<file path="config.mk">
export PLATFORM = sky130hd
export DESIGN_NAME = misr_signature_analyzer
export DESIGN_NICKNAME = d
export VERILOG_FILES = /design/src/rtl/misr_signature_analyzer.sv
export SDC_FILE = /design/constraint.sdc
export NUM_CORES = 1
export LEC_CHECK = 0
export BUFFER_PORTS_ARGS = -buffer_cell sky130_fd_sc_hd__buf_4
export CORE_ASPECT_RATIO = 1.1
export CORE_UTILIZATION = 48
export DETAILED_ROUTE_END_ITERATION = 16
export PLACE_DENSITY = 0.8
export SYNTH_ARGS = -nofsm -noshare
export SYNTH_HDL_FRONTEND = slang
export SYNTH_SLANG_ARGS = --single-unit
</file>
<file path="constraint.sdc">
create_clock -name clk -period 1.6 [get_ports clk]
set_input_delay 0.16 -clock clk [delete_from_list [all_inputs] [get_ports clk]]
set_output_delay 0.16 -clock clk [all_outputs]
set_load 0.01 [all_outputs]
</file>
<file path="src/rtl/misr_signature_analyzer.sv">
// MISR response compactor: folds NPAT accepted din words into a signature, then compares it to golden.
// Latency 1 from last accepted sample to done/pass; din_valid low stalls the run indefinitely.
module misr_signature_analyzer #(
  parameter int              WIDTH = 4,
  parameter logic [WIDTH-1:0] TAPS  = 4'b0011,
  parameter logic [WIDTH-1:0] SEED  = '0,
  parameter int              NPAT  = 15,
  localparam int             CW    = $clog2(NPAT + 1)
) (
  input  logic             clk,
  input  logic             rst,
  input  logic             start,
  input  logic [WIDTH-1:0] din,
  input  logic             din_valid,
  input  logic [WIDTH-1:0] golden,
  output logic             busy,
  output logic             done,
  output logic             pass,
  output logic [WIDTH-1:0] signature,
  output logic [CW-1:0]    count
);

  typedef enum logic [1:0] {
    IDLE    = 2'd0,
    COMPACT = 2'd1,
    DONE    = 2'd2
  } state_t;

  state_t           state;
  logic [WIDTH-1:0] golden_q;
  logic [WIDTH-1:0] next_sig;
  logic             last_sample;

  // Galois step: shift left, fold the dropped MSB back through TAPS, then XOR in the new word.
  always_comb begin
    next_sig    = {signature[WIDTH-2:0], 1'b0} ^ (signature[WIDTH-1] ? TAPS : '0) ^ din;
    last_sample = (count == CW'(NPAT - 1));
  end

  always_ff @(posedge clk or posedge rst) begin
    if (rst) begin
      state     <= IDLE;
      signature <= SEED;
      count     <= '0;
      golden_q  <= '0;
      pass      <= 1'b0;
    end else begin
      case (state)
        IDLE, DONE: begin
          if (start) begin
            state     <= COMPACT;
            signature <= SEED;
            count     <= '0;
            golden_q  <= golden;
            pass      <= 1'b0;
          end
        end
        COMPACT: begin
          if (din_valid) begin
            signature <= next_sig;
            count     <= count + 1'b1;
            if (last_sample) begin
              state <= DONE;
              pass  <= (next_sig == golden_q);
            end
          end
        end
        default: state <= IDLE;
      endcase
    end
  end

  assign busy = (state == COMPACT);
  assign done = (state == DONE);

endmodule

</file>
**After elaboration in Yosys (flattened, before gate mapping)**

Index checks and enable logic that the tools add are counted.
Widths: inputs -> output; s select.

- Register bits: 15
- Input port bits: 12

- Bitwise logic cells: 2
- Equality and inequality tests: 7
- Mux-type cells: 14
- Reduce and logical (&&, ||, !) cells: 7
- Add/subtract/negate cells: 1

Operators by type and width:

| cell | count |
|---|---|
| $pmux 4 s2 | 2 |
| $mux 4 | 3 |
| $mux 2 | 4 |
| $reduce_and 3->1 | 2 |
| $add 4x1->4 const B | 1 |
| $eq 4x4->1 | 1 |
| $eq 4x4->1 const B | 1 |
| $ne 2x2->1 const B | 2 |
| $pmux 2 s2 | 1 |
| $reduce_and 4->1 | 1 |
| $xor 4x2->4 | 1 |
| $xor 4x4->4 | 1 |
| $mux 1 | 3 |
| $eq 2x1->1 const B | 1 |
| $eq 2x2->1 const B | 1 |
| $logic_not 2->1 | 1 |
| $ne 2x1->1 const B | 1 |
| $pmux 1 s2 | 1 |
| $reduce_and 2->1 | 1 |
| $reduce_bool 2->1 | 1 |
| $reduce_or 2->1 | 1 |

**Logic depth before layout (Yosys ltp)**

- Depth in word-level cells: 7
- Mapped depth: 5

**Worst setup path before layout**

No wires, ideal clock.

- Path type: register to register
- Start: register signature[3]
- End: register pass
- Setup slack: 197 ps
- Buffers on the path: 0
- Data arrival time: 1282 ps
- Cell stages (with the launch flop): 4
- Setup time: 122 ps
- Cells stage by stage: dfrtp_1 > xnor3_1 > xor2_1 > a32o_1

- Cells in the longest elaborated chain, start to end: 7

RTL lines:

| what | line | source |
|---|---|---|
| start, declared | 19 | `output logic [WIDTH-1:0] signature,` |
| start signal, assigned | 60 | `signature <= next_sig;` |
| $mux 2 | 36 | `next_sig = {signature[WIDTH-2:0], 1'b0} ^ (signature[WIDTH-1] ? TAPS : '0) ^ din;` |
| $xor 4x2->4 | 36 |  |
| $xor 4x4->4 | 36 |  |
| $eq 4x4->1 | 64 | `pass <= (next_sig == golden_q);` |
| $mux 1 | 62 | `if (last_sample) begin` |
| $mux 1 | 59 | `if (din_valid) begin` |
| $pmux 1 s2 | 48 | `case (state)` |
| end signal, assigned | 64 |  |
| end, declared | 18 | `output logic pass,` |

Every way passes these cells. The select of a mux whose other input is x is not followed.
A chain may end at the register's enable or synchronous reset.

**Worst setup path in the final report**

Ends and elaborated chain as after synthesis.

==> summary by stage <==
Timing
The maximum frequency from static timing analysis is between 0.7 and 0.8 GHz. At the pin with the least slew margin, the transition time is about 0.55 ns. The clock arrives with 0.00396 ns of skew. The max-slew headroom at the worst pin is 0.634. The fraction of the cycle the final worst path needs is 0.891.

Subtracting the final worst setup slack from the clock period gives 1.43 ns. The max-slew violation total from the final report was 0. The summed negative setup slack over all endpoints is 0 ns.

Setup repair after global routing left no endpoint under its margin. The final setup violation count is 0. The worst hold slack across all endpoints is around 0.10 ns. The final hold violation count is 0.

Run
The max-capacitance violation count is 0.

Yosys
The post-synthesis sequential area ratio is 0.489. After synthesis, the share of cell area in mux cells is 0.0587. The post-synth net total is 80.

For this run, the leading register cell type out of synthesis is sky130_fd_sc_hd__dfrtp_1. The total number of yosys warnings is 0. The synthesized-area fraction occupied by xor and xnor cells is 0.165. The top cell type's share of synthesized area is 0.489.

Summed over all instances, the cell type with the most area after synthesis is sky130_fd_sc_hd__dfrtp_1. The synthesized-area fraction occupied by and/or/nand/nor cells is 0.129. Ranked by total cell area, the synthesized netlist is headed by sky130_fd_sc_hd__dfrtp_1 49%, sky130_fd_sc_hd__mux2_2 5.9%, sky130_fd_sc_hd__nand3_1 5.2%. The count of mapped cells out of synthesis is 66.

The per-instance average area after synthesis is about 12 um^2. Of the total synthesized cell area, the portion taken by full adders, half adders and majority gates is 0.0326. The async set or reset register ratio after synthesis is 1.00. Yosys mapped a number of flops with a built-in enable equal to 0. The fraction of the mapped netlist area in compound gates is 0.0946.

In this run, synthesis produced a sequential element count of 15. In this run, distinct cell masters in the synthesized netlist total 25. After synthesis, the largest family of logic cells by area is XOR/XNOR gates.

The cell area that synthesis handed to floorplanning was roughly 770 um^2.

Detailed routing
For this run, design rule violations remaining after detail routing come to 0. The post-detailed-routing wire length is approximately 1.4 mm. The wire length per cell is ~12 um. The total via count in the routed design is 589.

The via-per-instance ratio is 5.31. For this block, the initial DRC count from the detailed router was 4. In this run the remaining antenna-violating nets after routing total 0. The number of detailed-route iterations in the first pass is 2.

CTS
The maximum number of buffers from clock root to sink is 2. The clock sink count is 15. The cell chosen for the clock root is sky130_fd_sc_hd__clkbuf_4.

Clock tree synthesis inserted a total of 3 buffers. For the worst-skew pair, the clock arrives at the later sink with an insertion delay of ~0.28 ns. Buffers added to address setup during post-CTS repair amount to 0. The CTS tree is yes. CTS built an H-tree with a depth of 1. Gates resized during post-CTS repair numbered 0. The clock-pin slew on the worst setup and hold paths is 0.09 ns.

Worst hold path
In this run the worst hold path is classified as input pin to register. In this run the most critical hold path is launched from golden[0]. The cell depth of the worst min-delay path is 2. The endpoint of the worst hold path is golden_q[0]$_DFFE_PP0P_.

Final layout
The layout overhead on the synthesized area is 31.6%. The final layout net count is between 100 and 150. The antenna diode count is 0. The top cell types in the final layout, fill and taps aside, are 26 x sky130_fd_sc_hd__buf_4, 15 x sky130_fd_sc_hd__dfrtp_1, 8 x sky130_fd_sc_hd__nand3_1, 8 x sky130_fd_sc_hd__o21ai_0. The library cell used most frequently in the layout, excluding fill and tap cells, is sky130_fd_sc_hd__buf_4. For this run, the share of the core covered by cells in the final layout is 0.703.

Of the cells placed in the final design, the portion with a size suffix greater than 1 is 0.358. With fillers left out, the area of the finished cells amounts to just over 1000 um^2.

Power and ir drop
The ratio of total power to cell area is about 1800 nW/um^2. The worst-case IR drop observed on VDD is 0.902 mV. The static leakage is between 0.4 and 0.5 nW.

Placement
Once placement finished, the instance area stood at around 1000 um^2. The last weighted congestion value of the routability-driven placer is 0.764. The HPWL after detailed placement is roughly 1.1 mm. Input and output buffers added on the ports amount to 22.

Setup path
The internal reg-to-reg setup slack is roughly 0.17 ns. The element type at the critical path end is a register. Measured in cells, the most critical reg-to-reg path has a length of 3. For the worst setup path, the data arrival time is 1.59 ns.

The critical path is of the register to register type. Along the worst path, the maximum fanout reaches 5. The endpoint of the worst-slack reg-to-reg timing path is pass$_DFFE_PP0P_. The startpoint identified for the worst register-to-register timing path is signature[3]$_DFFE_PP0P_. STA classifies the critical path startpoint as a register. At the worst endpoint, the required time is around 1.8 ns.

GRT
The overall track demand over capacity in global routing is 0.192. The first global-routing pass estimated roughly 2.2 mm of wire. The global-route congestion overflow total is 0. The initial antenna violation count is 0. The number of global-route vias before repair is approximately 540. The largest net degree at the start of global routing is 16.

Die
From bottom edge to top edge, the die measures approximately 44 um. Pin placement for this block handled 23 I/O pins. Measured along the x axis, the die boundary spans ~40 um. The die covers approximately 1800 um^2. The initial core utilization is 0.534.

The area of the core is between 1000 and 1500 um^2. The floorplan has 14 rows.

Status
The run finished with clean final reports.
-- worst max-delay path, stage by stage, from the launching register on --
cell	delay, ns
sky130_fd_sc_hd__dfrtp_1	0.45
sky130_fd_sc_hd__xnor3_1	0.45
sky130_fd_sc_hd__xor2_1	0.15
sky130_fd_sc_hd__a32o_1	0.27
-- cell families (layout without fill, tap and decap cells) --
logic type	count (synthesis)	in the layout
buffers and inverters	6	35
multiplexers	4	4
AND/OR/NAND/NOR	18	18
XOR/XNOR	9	9
flip-flops	15	15
adder cells (fa/ha/maj)	2	2
AO/OA/AOI/OAI	12	12
-- synthesized netlist by cell type, drive strengths merged (2+ instances only) --
cell type / instances
nand3: 8
inv: 4
o21ai: 8
dfrtp: 15
xor2: 3
xnor2: 3
mux2: 4
ha: 2
nor2: 2
nor2b: 2
xor3: 2
-- through the flow --
step	setup WS, ns	total power, mW	std cells
after floorplan	0.197	1.25	66
after global placement	0.235	1.56	106
after detailed placement	0.192	1.57	106
after CTS	0.166	1.80	111
after global routing	0.101	1.91	111
final	0.174	1.78	111
-- flip-flops by register name, summed over array words and instances, names as in the netlist --
register,cells
golden_q,4
count,4
state,2
pass,1
signature,4
-- power breakdown --
part           internal (mW)  leakage [nW]  total, mW  switching, mW
clock                 0.0968        0.0150      0.214          0.118
sequential             0.545         0.184      0.714          0.169
combinational          0.525         0.294      0.849          0.324
-- what timing repair did --
action	in CTS	in global routing
setup endpoints to repair	0	0
hold buffers	1	0
endpoints found under the hold margin	15	0
-- final cells by class --
type | instances | area [um^2]
clock buffers | 4 | 26.3
fillers | 125 | 427
inverters | 4 | 15.0
multi-input cells | 45 | 368
flip-flops and latches | 15 | 375
well taps | 16 | 20.0
repair buffers | 27 | 205
-- worst max-delay path by stage --
stage / startpoint / endpoint / slack (ns) / cells after the start
5_1_grt: signature[3]$_DFFE_PP0P_ / pass$_DFFE_PP0P_ / 0.10 / 3
6_report: signature[3]$_DFFE_PP0P_ / pass$_DFFE_PP0P_ / 0.17 / 3
2_1_floorplan: signature[3]$_DFFE_PP0P_ / pass$_DFFE_PP0P_ / 0.20 / 3
3_5_place_dp: signature[3]$_DFFE_PP0P_ / pass$_DFFE_PP0P_ / 0.19 / 3
4_1_cts: signature[3]$_DFFE_PP0P_ / pass$_DFFE_PP0P_ / 0.17 / 3
3_3_place_gp: signature[3]$_DFFE_PP0P_ / pass$_DFFE_PP0P_ / 0.23 / 3
-- routing by layer --
metal  share of wire  vias up  track usage
li1                -      292            -
met1            0.46      277        0.259
met2            0.47       15        0.277
met3           0.044        5       0.0308
met4           0.028        0        0.124
met5               0        -            0
Power figures use the tool's default switching activity.
